[src/rtl/id_decode_pkg.sv]
// Shared decode definitions for the ID and EX stages: opcodes, field positions, register-file geometry.
// Pure definitions, no latency or backpressure of its own.
package id_decode_pkg;

    localparam int NREG   = 8;
    localparam int REG_AW = 3;
    localparam int DATA_W = 8;

    localparam int OP_MSB  = 7;
    localparam int OP_LSB  = 6;
    localparam int RD_MSB  = 5;
    localparam int RD_LSB  = 3;
    localparam int RS_MSB  = 2;
    localparam int RS_LSB  = 0;
    localparam int OFF_MSB = 5;

    typedef enum logic [1:0] {
        OP_ADD = 2'b00,
        OP_SUB = 2'b01,
        OP_MOV = 2'b10,
        OP_JMP = 2'b11
    } op_e;

    function automatic logic [DATA_W-1:0] sext_off(input logic [OFF_MSB:0] off);
        return {{(DATA_W-OFF_MSB-1){off[OFF_MSB]}}, off};
    endfunction

endpackage

[src/rtl/id_decode_regfile.sv]
// Register array, two combinational read ports with same-cycle write-back bypass, one write port.
// Reads are zero-latency, write lands on the next rising edge; no backpressure.
// Asynchronous reset clears every register.
module regfile
    import id_decode_pkg::*;
#(
    parameter int NREG = id_decode_pkg::NREG
) (
    input  logic              clk,
    input  logic              reset,
    input  logic              wb_en,
    input  logic [REG_AW-1:0] wb_addr,
    input  logic [DATA_W-1:0] wb_data,
    input  logic [REG_AW-1:0] ra_addr,
    input  logic [REG_AW-1:0] rb_addr,
    output logic [DATA_W-1:0] ra_dat,
    output logic [DATA_W-1:0] rb_dat
);

    logic [DATA_W-1:0] regs [NREG];

    always_ff @(posedge clk or posedge reset) begin
        if (reset) begin
            for (int i = 0; i < NREG; i++) begin
                regs[i] <= '0;
            end
        end else if (wb_en) begin
            regs[wb_addr] <= wb_data;
        end
    end

    // Write-back data wins over the stored value so the consumer never sees a stale operand.
    always_comb begin
        ra_dat = regs[ra_addr];
        rb_dat = regs[rb_addr];
        if (wb_en && (wb_addr == ra_addr)) ra_dat = wb_data;
        if (wb_en && (wb_addr == rb_addr)) rb_dat = wb_data;
    end

endmodule

[src/rtl/id_decode.sv]
// Instruction decode stage: field decode, relative jump resolution, one-slot squash, ID/EX register.
// One cycle IF/ID to ID/EX; jump target and PCsrc are combinational. No backpressure.
// A taken jump squashes the following slot; reset overrides jumps and write-back.
module id_decode
    import id_decode_pkg::*;
#(
    parameter int NREG = id_decode_pkg::NREG
) (
    input  logic              clk,
    input  logic              reset,
    input  logic [7:0]        inst_code,
    input  logic [7:0]        PCline,
    input  logic              wb_en,
    input  logic [REG_AW-1:0] wb_addr,
    input  logic [DATA_W-1:0] wb_data,
    output logic [7:0]        PC_j,
    output logic              PCsrc,
    output logic              ex_valid,
    output logic [1:0]        ex_op,
    output logic [REG_AW-1:0] ex_rd,
    output logic [DATA_W-1:0] ex_a,
    output logic [DATA_W-1:0] ex_b,
    output logic              ex_we
);

    op_e               op;
    logic [REG_AW-1:0] rd;
    logic [REG_AW-1:0] rs;
    logic [DATA_W-1:0] rd_dat;
    logic [DATA_W-1:0] rs_dat;
    logic              squash;
    logic              take_jmp;
    logic              alu_ok;

    assign op = op_e'(inst_code[OP_MSB:OP_LSB]);
    assign rd = inst_code[RD_MSB:RD_LSB];
    assign rs = inst_code[RS_MSB:RS_LSB];

    assign PC_j     = PCline + sext_off(inst_code[OFF_MSB:0]);
    assign take_jmp = (op == OP_JMP) && !squash && !reset;
    assign PCsrc    = !take_jmp;
    assign alu_ok   = (op != OP_JMP) && !squash;

    regfile #(
        .NREG (NREG)
    ) u_regfile (
        .clk     (clk),
        .reset   (reset),
        .wb_en   (wb_en),
        .wb_addr (wb_addr),
        .wb_data (wb_data),
        .ra_addr (rd),
        .rb_addr (rs),
        .ra_dat  (rd_dat),
        .rb_dat  (rs_dat)
    );

    // Squash lasts exactly one slot: while set, take_jmp is low so it clears on the next edge.
    always_ff @(posedge clk or posedge reset) begin
        if (reset) begin
            squash   <= 1'b0;
            ex_valid <= 1'b0;
            ex_we    <= 1'b0;
            ex_op    <= '0;
            ex_rd    <= '0;
            ex_a     <= '0;
            ex_b     <= '0;
        end else begin
            squash   <= take_jmp;
            ex_valid <= alu_ok;
            ex_we    <= alu_ok;
            ex_op    <= op;
            ex_rd    <= rd;
            ex_a     <= rd_dat;
            ex_b     <= rs_dat;
        end
    end

endmodule

[config.mk]
export PLATFORM = sky130hd
export DESIGN_NAME = id_decode
export DESIGN_NICKNAME = d
export VERILOG_FILES = /design/src/rtl/id_decode_pkg.sv /design/src/rtl/id_decode_regfile.sv /design/src/rtl/id_decode.sv
export SDC_FILE = /design/constraint.sdc
export NUM_CORES = 1
export LEC_CHECK = 0
export CORE_MARGIN = 1
export CORE_UTILIZATION = 40
export DETAILED_ROUTE_END_ITERATION = 7
export GPL_ROUTABILITY_DRIVEN = 0
export HOLD_SLACK_MARGIN = 0.03
export PLACE_DENSITY = 0.69
export SYNTH_ARGS = -nofsm -noshare
export SYNTH_HDL_FRONTEND = slang
export SYNTH_SLANG_ARGS = --single-unit
export TNS_END_PERCENT = 50
[constraint.sdc]
create_clock -name clk -period 3.4 [get_ports clk]
set_clock_uncertainty 0.15 [all_clocks]
set_input_delay 0.51 -clock clk [delete_from_list [all_inputs] [get_ports clk]]
set_output_delay 0.51 -clock clk [all_outputs]
set_load 0.01 [all_outputs]
==> results.json <==
{
  "critPathKind": "input port to output pin",
  "dp_cells": 518,
  "row_count": 39,
  "crit_arrival_ns": 2.55,
  "vias": 2930,
  "ioPinCount": 62,
  "drc": 0,
  "antenna_cells": 0,
  "status": "complete, no violations",
  "drtAntennaViolNets": 0,
  "avgRoutedWirePerCell_um": 18.9,
  "rrSetupSlack_ns": 1.93,
  "drtIter0Drc": 109,
  "clk_path_buf_depth": 2,
  "ys_ff_latch": 87,
  "place_area_mm2": 0.00551,
  "syn-num-nets": 355,
  "firstDrtPassIters": 5,
  "cts-root-buf": "clkbuf_16",
  "final_max_slew_viol_count": 0,
  "final_cells": 534,
  "port_buffers": 61,
  "drt-total-wl_mm": 10.1,
  "area_growth_pct": 23.5,
  "die-area_mm2": 0.0122,
  "drive_gt1_share_pct": 27.6,
  "switching_share_pct": 25.3,
  "die_h_um": 111,
  "reg2reg_depth": 3,
  "power_density_mw_per_mm2": 550,
  "crit_path_start_kind": "input port",
  "initial_core_util_pct": 41.1,
  "num-nets-final": 424,
  "numCtsBuffers": 9,
  "endpoint_kind": "output pin",
  "avgSynthCellArea_um2": 14.9,
  "postCtsHoldBufs": 0,
  "seq_area_frac_synth_pct": 46.2,
  "clk-insertion-delay-late_ns": 0.33,
  "finalHoldViolations": 0,
  "switching_power_w": 0.000811,
  "track_usage_pct": 17.5,
  "setup_violations": 0,
  "p_int_w": 0.00239,
  "pwr-share-seq_pct": 43.4,
  "grt_max_degree": 49,
  "min_path_cells": 1,
  "first_global_vias": 3020,
  "hp-class": "flop to flop",
  "combPwrFrac_pct": 25.4,
  "max-cap-violations": 0,
  "crit_required_ns": 2.74,
  "h-tree-depth": 3,
  "grt.overflow.total": 0,
  "fin_ws_ns": 0.186,
  "cp_max_fo": 3,
  "period_minus_slack_ns": 3.21,
  "worstHoldEndpoint": "ex_we$_DFF_PP0_",
  "antenna_found_initial": 0,
  "layout_common_cells": "dfrtp_1 (87), mux2_2 (64), clkdlybuf4s50_1 (58)",
  "power.share.clock_pct": 31.2,
  "r2r-start": "u_regfile.regs[20]$_DFFE_PP0P_",
  "grt_pass1_wl_mm": 16.2,
  "final_common_cell": "dfrtp_1",
  "post-route-period-util_pct": 94.5,
  "via_per_inst": 5.49,
  "rsz0062_at_grt": "false",
  "tightest_slew_ns": 0.693,
  "core_mm2": 0.0115,
  "dp_hpwl_mm": 6.70,
  "place_ws_ns": -0.0576,
  "fmax_ghz": 0.311,
  "slew-limit-headroom_pct": 53.8,
  "finalSetupTns_ns": 0,
  "peakVddDrop_mv": 0.272,
  "worstHoldStart": "squash$_DFF_PP0_",
  "fillCellCount": 963,
  "whs_ns": 0.272,
  "design_area_mm2": 0.00582,
  "synth.cell_area_mm2": 0.00472,
  "worstReg2RegEnd": "ex_b[4]$_DFF_PP0_",
  "clk_pin_slew_ns": 0.06,
  "cts_tree": "built",
  "synth.yosys.warnings": 0,
  "p_leak_nw": 2.54,
  "synthCells": 317,
  "synth_cell_types": 34,
  "dieWidth_um": 111,
  "cts_sinks": 87
}
## critical path, cell delays in order
cell and delay, ns:
clkdlybuf4s50_1 0.48, ha_1 0.17, inv_1 0.05, fa_1 0.39
nor2b_1 0.12, o21a_1 0.16, nor3_1 0.05, nor2_1 0.08
clkdlybuf4s50_1 0.54
## cells in the mapped netlist (all sizes together)
cell	instances	share of area [%]
mux2i	16	3.4
mux2	64	15
or3	1	0.13
xnor2	11	2.0
and3	1	0.13
nand4b	3	0.56
fa	1	0.42
nor2b	2	0.27
a21oi	19	2.0
inv	7	0.56
nor3	4	0.77
o311ai	1	0.19
nor2	19	1.5
nand4	3	0.53
a311oi	1	0.19
a221oi	1	0.19
nor3b	2	0.80
o2111ai	1	0.19
o21a	3	0.48
mux4	32	18
ha	7	1.9
dfrtp	87	46
a21o	2	0.32
nand2b	2	0.42
nand2	2	0.16
buf	25	3.6
## repair_timing
| item | in CTS | in global routing |
|---|---|---|
| setup buffers | 0 | 0 |
| pin swaps | 0 | 0 |
| setup endpoints to repair | 2 | 1 |
| gates resized for setup | 2 | 1 |
## area by class of cell
type                    instances  area [um2]  area share, %
clock buffers                  12         256           4.40
clock inverters                 4        53.8          0.924
inverters                       7        27.5          0.473
multi-input cells             198        2340           40.2
flip-flops and latches         87        2180           37.4
well taps                     143         179           3.07
repair buffers                 83         788           13.5
## worst max path at each step
stage | cells past startpoint | slack (ns) | end | start
6_report | 9 | 0.19 | PC_j[4] | inst_code[0]
3_5_place_dp | 9 | -0.06 | PC_j[6] | inst_code[0]
3_3_place_gp | 9 | 0.006 | PC_j[6] | inst_code[0]
5_1_grt | 9 | 0.05 | PC_j[4] | inst_code[0]
4_1_cts | 7 | 0.11 | PC_j[5] | inst_code[3]
2_1_floorplan | 1 | 0.49 | ex_a[0]$_DFF_PP0_ | reset
## per-layer routing
layer	global-route usage (%)	vias up	part of all wire (%)
met1	23.4	1495	47
met4	6.84	0	1.1
met2	28.4	65	49
met5	0	-	0
met3	2.96	8	3.4
li1	-	1362	-
## cells by family (layout without fill, tap and decap cells)
| family | count (synthesis) | count (layout) | synth area share (%) |
|---|---|---|---|
| DFF | 87 | 87 | 46.2 |
| xor gates and xnor gates | 11 | 11 | 2.04 |
| and+or+nand+nor | 39 | 39 | 5.28 |
| buffers and inverters | 32 | 106 | 4.19 |
| muxes | 112 | 112 | 36.5 |
| adders and majority gates | 8 | 8 | 2.28 |
| AOI/OAI and AO/OA | 28 | 28 | 3.55 |
## flip-flops by register name, summed over array words and instances, names as in the netlist
register / count
squash: 1
ex_we: 1
ex_op: 2
ex_rd: 3
ex_b: 8
ex_a: 8
u_regfile.regs: 64
## metrics by stage
stage	total power, W	utilization [%]
after floorplan	0.00191	-
after global placement	0.00219	48.1
after detailed placement	0.00224	48.1
after CTS	0.00324	50.8
after global routing	0.00337	50.8
final	0.00320	50.8
## power by group through the flow
stage | registers (W) | clock network, W | logic (W)
finish | 0.00139 | 0.000999 | 0.000814
detailed placement | 0.00141 | 0 | 0.000827
global placement | 0.00139 | 0 | 0.000810
global route | 0.00142 | 0.00106 | 0.000880
floorplan | 0.00140 | 0 | 0.000514
CTS | 0.00139 | 0.00102 | 0.000826
Power figures use the tool's default switching activity.
